**src/rtl/seu_ip_pkg.sv**
```systemverilog
// seu_ip_pkg
// Shared types and constants for the 16-bit SECDED Hamming vector produced by
// hamming16t11d_enc.
//   hamming_status_e : sticky scrub status (CLEAN / CORR / FAIL)
//   CHK_POS          : positions of the four syndrome check bits
//   DATA_POS         : vector position holding data bit i
// Position 0 is the overall parity bit.
package seu_ip_pkg;

  typedef enum logic [1:0] {
    ST_CLEAN = 2'd0,
    ST_CORR  = 2'd1,
    ST_FAIL  = 2'd2
  } hamming_status_e;

  localparam int unsigned N_CHK  = 4;
  localparam int unsigned N_DATA = 11;

  localparam logic [3:0] CHK_POS [N_CHK] = '{4'd1, 4'd2, 4'd4, 4'd8};

  localparam logic [3:0] DATA_POS [N_DATA] = '{
    4'd3, 4'd5, 4'd6, 4'd7, 4'd9, 4'd10, 4'd11, 4'd12, 4'd13, 4'd14, 4'd15
  };

endpackage

```
**src/rtl/hamming16t11d_dec.sv**
```systemverilog
// hamming16t11d_dec
// Purely combinational SECDED decoder for the 16-bit Hamming vector.
// Ports:
//   hv_i     in  16  encoded vector ([0] overall parity, [1,2,4,8] check bits)
//   syn_o    out  4  syndrome = position of a single error (0 = parity bit)
//   single_o out  1  single error (overall parity mismatch)
//   double_o out  1  double error (nonzero syndrome, parity matches)
//   data_o   out 11  data extracted from the corrected vector
module hamming16t11d_dec
  import seu_ip_pkg::*;
(
  input  logic [15:0] hv_i,
  output logic [3:0]  syn_o,
  output logic        single_o,
  output logic        double_o,
  output logic [10:0] data_o
);

  logic [15:0] corr;
  logic        par;

  always_comb begin
    syn_o = '0;
    for (int k = 0; k < int'(N_CHK); k++) begin
      for (int pos = 1; pos < 16; pos++) begin
        if ((4'(pos) & CHK_POS[k]) != 4'd0) syn_o[k] = syn_o[k] ^ hv_i[pos];
      end
    end

    par      = ^hv_i;
    single_o = par;
    double_o = !par && (syn_o != 4'd0);

    // On a single error the syndrome names the flipped bit; syndrome 0 means
    // the overall parity bit itself, which carries no data.
    corr = hv_i;
    if (par) corr[syn_o] = ~corr[syn_o];

    data_o = '0;
    for (int i = 0; i < int'(N_DATA); i++) data_o[i] = corr[DATA_POS[i]];
  end

endmodule

```
**src/rtl/hamming16t11d_scrub_reg.sv**
```systemverilog
// hamming16t11d_scrub_reg
// SECDED-protected storage register with scrubbing. The held vector is decoded
// every cycle; single errors are written back corrected, double errors are
// reported but never written back.
// Ports:
//   clk_i, rstn_i        clock, async active-low reset
//   we_i, hv_i[15:0]     load a new encoded vector
//   clr_i                clear sticky status and event counters
//   data_o[10:0]         registered corrected data
//   valid_o              a word has been loaded since reset
//   sec_o / ded_o        registered single-corrected / double-detected pulses
//   status_o[1:0]        sticky status: 0 CLEAN, 1 CORR, 2 FAIL
//   sec_cnt_o, ded_cnt_o saturating event counters (CNT_WIDTH bits)
// Build option: define HAMMING16_CNT_EN to implement the event counters;
// otherwise they read as constant 0.
module hamming16t11d_scrub_reg
  import seu_ip_pkg::*;
#(
  parameter int unsigned CNT_WIDTH = 8
) (
  input  logic                 clk_i,
  input  logic                 rstn_i,
  input  logic                 we_i,
  input  logic [15:0]          hv_i,
  input  logic                 clr_i,
  output logic [10:0]          data_o,
  output logic                 valid_o,
  output logic                 sec_o,
  output logic                 ded_o,
  output logic [1:0]           status_o,
  output logic [CNT_WIDTH-1:0] sec_cnt_o,
  output logic [CNT_WIDTH-1:0] ded_cnt_o
);

  logic [15:0]     hv_q, hv_d;
  logic [10:0]     data_q;
  logic            loaded_q, valid_q, sec_q, ded_q;
  hamming_status_e status_q;

  logic [3:0]      syn;
  logic            sgl, dbl;
  logic [10:0]     dec_data;

  hamming16t11d_dec u_dec (
    .hv_i     (hv_q),
    .syn_o    (syn),
    .single_o (sgl),
    .double_o (dbl),
    .data_o   (dec_data)
  );

  always_comb begin
    hv_d = hv_q;
    if (we_i)     hv_d = hv_i;
    else if (sgl) hv_d = hv_q ^ (16'd1 << syn);
  end

  always_ff @(posedge clk_i or negedge rstn_i) begin
    if (!rstn_i) begin
      hv_q     <= '0;
      data_q   <= '0;
      loaded_q <= 1'b0;
      valid_q  <= 1'b0;
      sec_q    <= 1'b0;
      ded_q    <= 1'b0;
    end else begin
      hv_q     <= hv_d;
      data_q   <= dec_data;
      loaded_q <= loaded_q | we_i;
      valid_q  <= loaded_q;
      sec_q    <= sgl;
      ded_q    <= dbl;
    end
  end

  // Sticky status: clear first, then apply this cycle's event.
  always_ff @(posedge clk_i or negedge rstn_i) begin
    if (!rstn_i) begin
      status_q <= ST_CLEAN;
    end else begin
      if (dbl)                                status_q <= ST_FAIL;
      else if (clr_i)                         status_q <= sgl ? ST_CORR : ST_CLEAN;
      else if (sgl && status_q == ST_CLEAN)   status_q <= ST_CORR;
    end
  end

`ifdef HAMMING16_CNT_EN
  localparam logic [CNT_WIDTH-1:0] CNT_MAX = '1;

  logic [CNT_WIDTH-1:0] sec_cnt_q, sec_cnt_d;
  logic [CNT_WIDTH-1:0] ded_cnt_q, ded_cnt_d;

  always_comb begin
    sec_cnt_d = clr_i ? '0 : sec_cnt_q;
    ded_cnt_d = clr_i ? '0 : ded_cnt_q;
    if (sgl && sec_cnt_d != CNT_MAX) sec_cnt_d = sec_cnt_d + 1'b1;
    if (dbl && ded_cnt_d != CNT_MAX) ded_cnt_d = ded_cnt_d + 1'b1;
  end

  always_ff @(posedge clk_i or negedge rstn_i) begin
    if (!rstn_i) begin
      sec_cnt_q <= '0;
      ded_cnt_q <= '0;
    end else begin
      sec_cnt_q <= sec_cnt_d;
      ded_cnt_q <= ded_cnt_d;
    end
  end

  assign sec_cnt_o = sec_cnt_q;
  assign ded_cnt_o = ded_cnt_q;
`else
  assign sec_cnt_o = '0;
  assign ded_cnt_o = '0;
`endif

  assign data_o   = data_q;
  assign valid_o  = valid_q;
  assign sec_o    = sec_q;
  assign ded_o    = ded_q;
  assign status_o = status_q;

endmodule

```
**config.mk**
```make
export PLATFORM = sky130hd
export DESIGN_NAME = hamming16t11d_scrub_reg
export DESIGN_NICKNAME = d
export VERILOG_FILES = /design/src/rtl/seu_ip_pkg.sv /design/src/rtl/hamming16t11d_dec.sv /design/src/rtl/hamming16t11d_scrub_reg.sv
export SDC_FILE = /design/constraint.sdc
export NUM_CORES = 1
export LEC_CHECK = 0
export CAP_MARGIN = 15
export CORE_ASPECT_RATIO = 0.9
export CORE_UTILIZATION = 45
export DETAILED_ROUTE_END_ITERATION = 7
export GPL_TIMING_DRIVEN = 0
export PLACE_DENSITY = 0.82
export SYNTH_ARGS = -nofsm -noshare
export SYNTH_HDL_FRONTEND = slang
export SYNTH_SLANG_ARGS = --single-unit
```
**constraint.sdc**
```tcl
create_clock -name clk_i -period 6.23 [get_ports clk_i]
set_input_delay 1.246 -clock clk_i [delete_from_list [all_inputs] [get_ports clk_i]]
set_output_delay 1.246 -clock clk_i [all_outputs]
set_load 0.005 [all_outputs]
```
==> metrics.md, run 1 <==
| Metric | Value |
|---|---|
| Setup Skew | `roughly 0.0033 ns` |
| Worst-Margin Slew | `0.721 ns` |
| Post-layout util | `59.4%` |
| Max-slew headroom | `around 52%` |
| Setup TNS | `0 ns` |
| Most frequent cells in the layout | `clkdlybuf4s50_1 (34), dfrtp_1 (33), nand2_1 (25)` |
| Yosys reg bits | `33` |
| H-tree Lvls | `2` |
| WP data arrival | `roughly 3 ns` |
| Root buf cell | `clkbuf_8` |
| Clk slew on worst S/H paths | `0.06 ns` |
| Hold path cells | `0` |
| Critical Path Start | `we_i` |
| Hold Vio Cnt, Final | `0` |
| HPWL after detailed placement | `3.26 mm` |
| Layout fillers | `416` |
| Post-synthesis area per instance | `9.79 um^2` |
| Outcome | `finished, final reports clean` |
| Sequential cell area fraction in the yosys report | `39.6%` |
| Placement Cell Area | `2560 um^2` |
| Via count | `1556` |
| Core area | `4460 um^2` |
| Synth top area share | `39.6%` |
| HP Start | `loaded_q$_DFF_PN0_` |
| DRC errors left | `0` |
| Vias in the first global route | `1517` |
| Data required, critical path | `6.41 ns` |
| Avg WL per Cell | `12.7 um` |
| Post-cts resize count | `0` |
| Mapped Area | `2090 um^2` |
| CP peak stage delay | `around 0.57 ns` |
| Drt initial violations | `55` |
| Global route overflow | `0` |
| HP Class | `register to register` |
| Synth unique cells | `36` |
| Die height | `66.6 um` |
| Reg2reg path depth | `8` |
| Layout cell share with drive strength beyond 1 | `between 15 and 20%` |
| Cell mode on critical path | `clkbuf_1` |
| Crit end category | `register` |
| Cells after Synth | `213` |
| Rows | `23` |
| Reg2Reg Setup Slack | `3.61 ns` |
| Fin area | `between 2000 and 3000 um^2` |
| First-pass GRT wire length | `around 7.0 mm` |
| Slew Viols, Final | `0` |
| Maximum clock rate | `around 360 MHz` |
| Critical R2R Launch | `hv_q[9]$_DFFE_PN0P_` |
| Period utilisation layout | `45.0%` |
| Startpoint Class | `input pin` |
| DR vias/cell | `4.69` |
| Register area | `a little over 800 um^2` |
| Clk_lat worst skew | `0.28 ns` |
| Die area | `between 4000 and 5000 um^2` |
| Post-CTS Setup Repair Bufs | `0` |
| Worst Hold Path EP | `valid_o$_DFF_PN0_` |
| Largest cells by area after synthesis | `dfrtp_1 (40%), xnor2_1 (8.0%), buf_4 (6.1%)` |
| Synth-to-Final Area Change | `27.1%` |
| Most common cell after layout, fill and taps aside | `clkdlybuf4s50_1` |
| Routed Antenna Nets | `0` |
| # diodes | `0` |
| CTS max path bufs | `2` |
| Die Wd | `73.8 um` |
| TritonCTS buffer count | `5` |
| Hold Buf Count CTS | `0` |
| Largest net degree at the start of global routing | `34` |
| RD Place Congestion | `0.882` |
| Yosys Warn Count | `0` |
| Reg-to-reg endpoint | `hv_q[7]$_DFFE_PN0P_` |
| Initial antenna violation count | `0` |
| CP Class | `input pin to register` |
| CTS tree | `built` |
| Final worst path period need | `2.80 ns` |
| WL final | `~4.2 mm` |
| 1st-pass router iterations | `4` |
| Most area-hungry cell type in the Yosys netlist | `dfrtp_1` |
| Area of the multi-input gates | `1160 um^2` |
| PortBufs | `35` |
| RSZ-0062 raised after global routing | `no` |
| CP cell instances | `clkdlybuf4s50_1 > clkbuf_1 > clkbuf_1 > a22oi_1 > o31ai_1` |
| Overall Global Routing Usage | `19.5%` |
| NumNets Final | `slightly below 300` |
| Max-cap violations | `0` |
| Final setup fails | `0` |
| Initial core utilization | `46.8%` |
| IO Count | `52` |
| Clk sinks | `33` |
| Slowest stage cell, crit path | `clkdlybuf4s50_1` |
| Crit Path Max Fanout | `10` |
-- registers in the layout, summed over array words and instances (netlist names), named ones only --
signal / count
data_o: 11
sec_o: 1
valid_o: 1
loaded_q: 1
ded_o: 1
status_o: 2
hv_q: 15
-- per-layer routing --
layer / share of wire (%) / global-route usage, % / up-vias / wire (um)
met5: 0 / 0 / - / 0
met4: 1.6 / 7.21 / 0 / 68
met3: 4.1 / 4.69 / 6 / 171
met2: 46 / 32.1 / 37 / 1960
met1: 48 / 24.6 / 707 / 2020
li1: - / - / 806 / -
-- cells in the mapped netlist (all sizes together) --
library cell and n:
dfrtp 33, xnor2 26, nand2 25, nor2 22, o21ai 18, buf 17
a22oi 9, o31ai 9, xor2 9, or2 7, mux2 5, nor3 5
clkbuf 4, inv 4, nor2b 4, a21oi 3, and2 3, a2111oi 1
a31oi 1, conb 1, mux2i 1, nand2b 1, o2111ai 1, o21bai 1
o22ai 1, o41ai 1, xnor3 1
-- layout make-up --
class | instances | share of cell area, %
Inverter | 4 | 0.566
Timing Repair Buffer | 35 | 13.0
Clock buffer | 7 | 3.26
Tap cell | 62 | 2.93
Sequential cell | 33 | 31.1
Buffer | 21 | 5.38
Multi-Input combinational cell | 170 | 43.7
-- worst max-delay path by stage --
stage	end	slack (ns)	depth (start not counted)
3_3_place_gp	hv_q[7]$_DFFE_PN0P_	3.22	5
6_report	hv_q[7]$_DFFE_PN0P_	3.43	5
2_1_floorplan	hv_q[10]$_DFFE_PN0P_	4.02	8
4_1_cts	hv_q[7]$_DFFE_PN0P_	3.41	5
3_5_place_dp	hv_q[10]$_DFFE_PN0P_	3.11	5
5_1_grt	hv_q[10]$_DFFE_PN0P_	3.30	5
-- per-stage QoR --
| stage | hold slack, ns | cells | worst slack (ns) |
|---|---|---|---|
| final | 0.376 | 332 | 3.43 |
| after global routing | 0.392 | 332 | 3.30 |
| after CTS | 0.379 | 332 | 3.41 |
| after detailed placement | 0.362 | 325 | 3.11 |
| after global placement | 0.359 | 325 | 3.22 |
| after floorplan | 0.346 | 228 | 4.02 |
-- worst max-delay path: cells and delay by family --
family,cells,cell delay [ns]
buf+inv,3,1.46
compound gates,2,0.27
-- kinds of logic after synthesis --
kind of cell / after synthesis / synth area share (%)
compound gates: 45 / 14.9
buf+inv: 25 / 7.56
simple gates: 67 / 14.3
mux: 6 / 3.18
flops: 33 / 39.6
xor+xnor: 36 / 20.3
other cells: 1 / 0.180
Power of run 1 is left out: the tool's default activity adds up to more than one toggle a clock period on the data nets, which glitch-free logic cannot reach.
==> run 2: changes to the inputs <==
==> constraint.sdc (replaced) <==
create_clock -name clk_i -period 2.58 [get_ports clk_i]
set_input_delay 0.516 -clock clk_i [delete_from_list [all_inputs] [get_ports clk_i]]
set_output_delay 0.516 -clock clk_i [all_outputs]
set_load 0.005 [all_outputs]
==> metrics.md, run 2 (synthesis gave the netlist of run 1 again) <==
| Metric | Value |
|---|---|
| DRC errors left | `0` |
| WP data arrival | `2.66 ns` |
| NumNets Final | `296` |
| Hold Vio Cnt, Final | `0` |
| Rows | `23` |
| Maximum clock rate | `approximately 400 MHz` |
| Hold Buf Count CTS | `0` |
| Via count | `1596` |
| Slew Viols, Final | `0` |
| Global route overflow | `0` |
| WL final | `4.43 mm` |
| Crit end category | `register` |
| Overall Global Routing Usage | `between 10% and 20%` |
| Setup Skew | `0.00446 ns` |
| Post-layout util | `approximately 62%` |
| Reg2reg path depth | `8` |
| PortBufs | `35` |
| Critical Path Stages | `8` |
| TritonCTS buffer count | `5` |
| Final worst path period need | `2.47 ns` |
| Layout cell share with drive strength beyond 1 | `~23%` |
| Final setup fails | `0` |
| Drt initial violations | `between 60 and 70` |
| Largest net degree at the start of global routing | `34` |
| First-pass GRT wire length | `7.01 mm` |
| Register area | `roughly 830 um^2` |
| Max-cap violations | `0` |
| Layout fillers | `400` |
| Largest delay share family, worst path | `XOR/XNOR gates` |
| Avg WL per Cell | `13.1 um` |
| CP peak stage delay | `0.46 ns` |
| Root buf cell | `clkbuf_8` |
| Die Wd | `73.8 um` |
| Slowest stage cell, crit path | `a2111oi_4` |
| Startpoint Class | `register` |
| Buffers & Inverters on Critical Path | `1` |
| Core area | `around 4500 um^2` |
| # diodes | `0` |
| Crit Path Max Fanout | `8` |
| Most common cell after layout, fill and taps aside | `clkdlybuf4s50_1` |
| CP cell instances | `buf_4 > xor2_4 > xnor2_2 > xor2_2 > nor3_1 > a2111oi_4 > nor2_2 > o31ai_1` |
| CTS max path bufs | `2` |
| RSZ-0062 raised after global routing | `yes` |
| CTS tree | `built` |
| Clk sinks | `33` |
| Die height | `66.6 um` |
| 1st-pass router iterations | `4` |
| Initial core utilization | `between 40% and 50%` |
| Number of flip-flops under the largest register name | `15` |
| RD Place Congestion | `0.882` |
| HPWL after detailed placement | `3.26 mm` |
| HP Class | `input pin to async pin` |
| Period utilisation layout | `95.9%` |
| Data required, critical path | `2.77 ns` |
| Routed Antenna Nets | `0` |
| Synth-to-Final Area Change | `33.3%` |
| Die area | `a little under 5000 um^2` |
| Outcome | `finished, final reports clean` |
| DR vias/cell | `4.72` |
| Worst-Margin Slew | `0.729 ns` |
| Most frequent cells in the layout | `clkdlybuf4s50_1 (34), dfrtp_1 (31), nand2_1 (25)` |
| Max-slew headroom | `51.4%` |
| Largest Register | `hv_q` |
| Vias in the first global route | `~1500` |
| Initial antenna violation count | `0` |
| CP Class | `register to register` |
| H-tree Lvls | `2` |
| IO Count | `52` |
| Area of the multi-input gates | `1240 um^2` |
| Clk slew on worst S/H paths | `0.06 ns` |
| Clk_lat worst skew | `between 0.2 and 0.3 ns` |
==> run 2: final timing paths <==
kind	end	slack [ns]	from
min reg2reg	valid_o$_DFF_PN0_	0.38	loaded_q$_DFF_PN0_
max	hv_q[5]$_DFFE_PN0P_	0.11	register
min in group clk_i	valid_o$_DFF_PN0_	0.38	loaded_q$_DFF_PN0_
max in group asynchronous	hv_q[1]$_DFFE_PN0P_	1.77	rstn_i
min	ded_o$_DFF_PN0_	0.29	rstn_i
max reg2reg	hv_q[5]$_DFFE_PN0P_	0.11	register
==> run 2: cell type report <==
type | count | area share, %
plain buffers | 21 | 5.13
clock buffers | 7 | 3.11
inverters | 4 | 0.540
multi-input cells | 170 | 44.6
flip-flops and latches | 33 | 29.8
well taps | 62 | 2.79
repair buffers | 41 | 14.0
==> run 2: worst register-to-register path, stage by stage, from the launching register on <==
cell       delay (ns)
dfrtp_1          0.36
buf_4            0.17
xor2_4           0.22
xnor2_2          0.38
xor2_2           0.27
nor3_1           0.11
a2111oi_4        0.46
nor2_2           0.17
o31ai_1          0.25
==> run 2: through the flow <==
step | hold WS, ns | cell area, um^2 | worst slack [ns] | instances | setup TNS (ns)
after global routing | 0.352 | 2780 | -0.0209 | 338 | -0.0665
after CTS | 0.307 | 2660 | 0.0133 | 332 | 0
after global placement | 0.359 | 2570 | 0.0852 | 325 | 0
final | 0.291 | 2780 | 0.106 | 338 | 0
after detailed placement | 0.362 | 2560 | 0.0274 | 325 | 0
after floorplan | 0.220 | 2140 | 0.368 | 228 | 0
==> run 2: repair_timing <==
| action | CTS | global route |
|---|---|---|
| gates cloned | 0 | 0 |
| pin swaps | 0 | 4 |
| resized for setup | 1 | 13 |
| buffers inserted | 0 | 6 |
| setup endpoints to repair | 4 | 15 |
==> run 2: per-layer routing <==
metal  up-vias  GRT usage [%]  part of all wire, %
li1        818              -                    -
met1       742           24.4                   47
met2        31           32.1                   48
met3         5           4.69                  3.5
met4         0           7.21                  1.5
met5         -              0                    0
Power of run 2 is left out for the same reason.
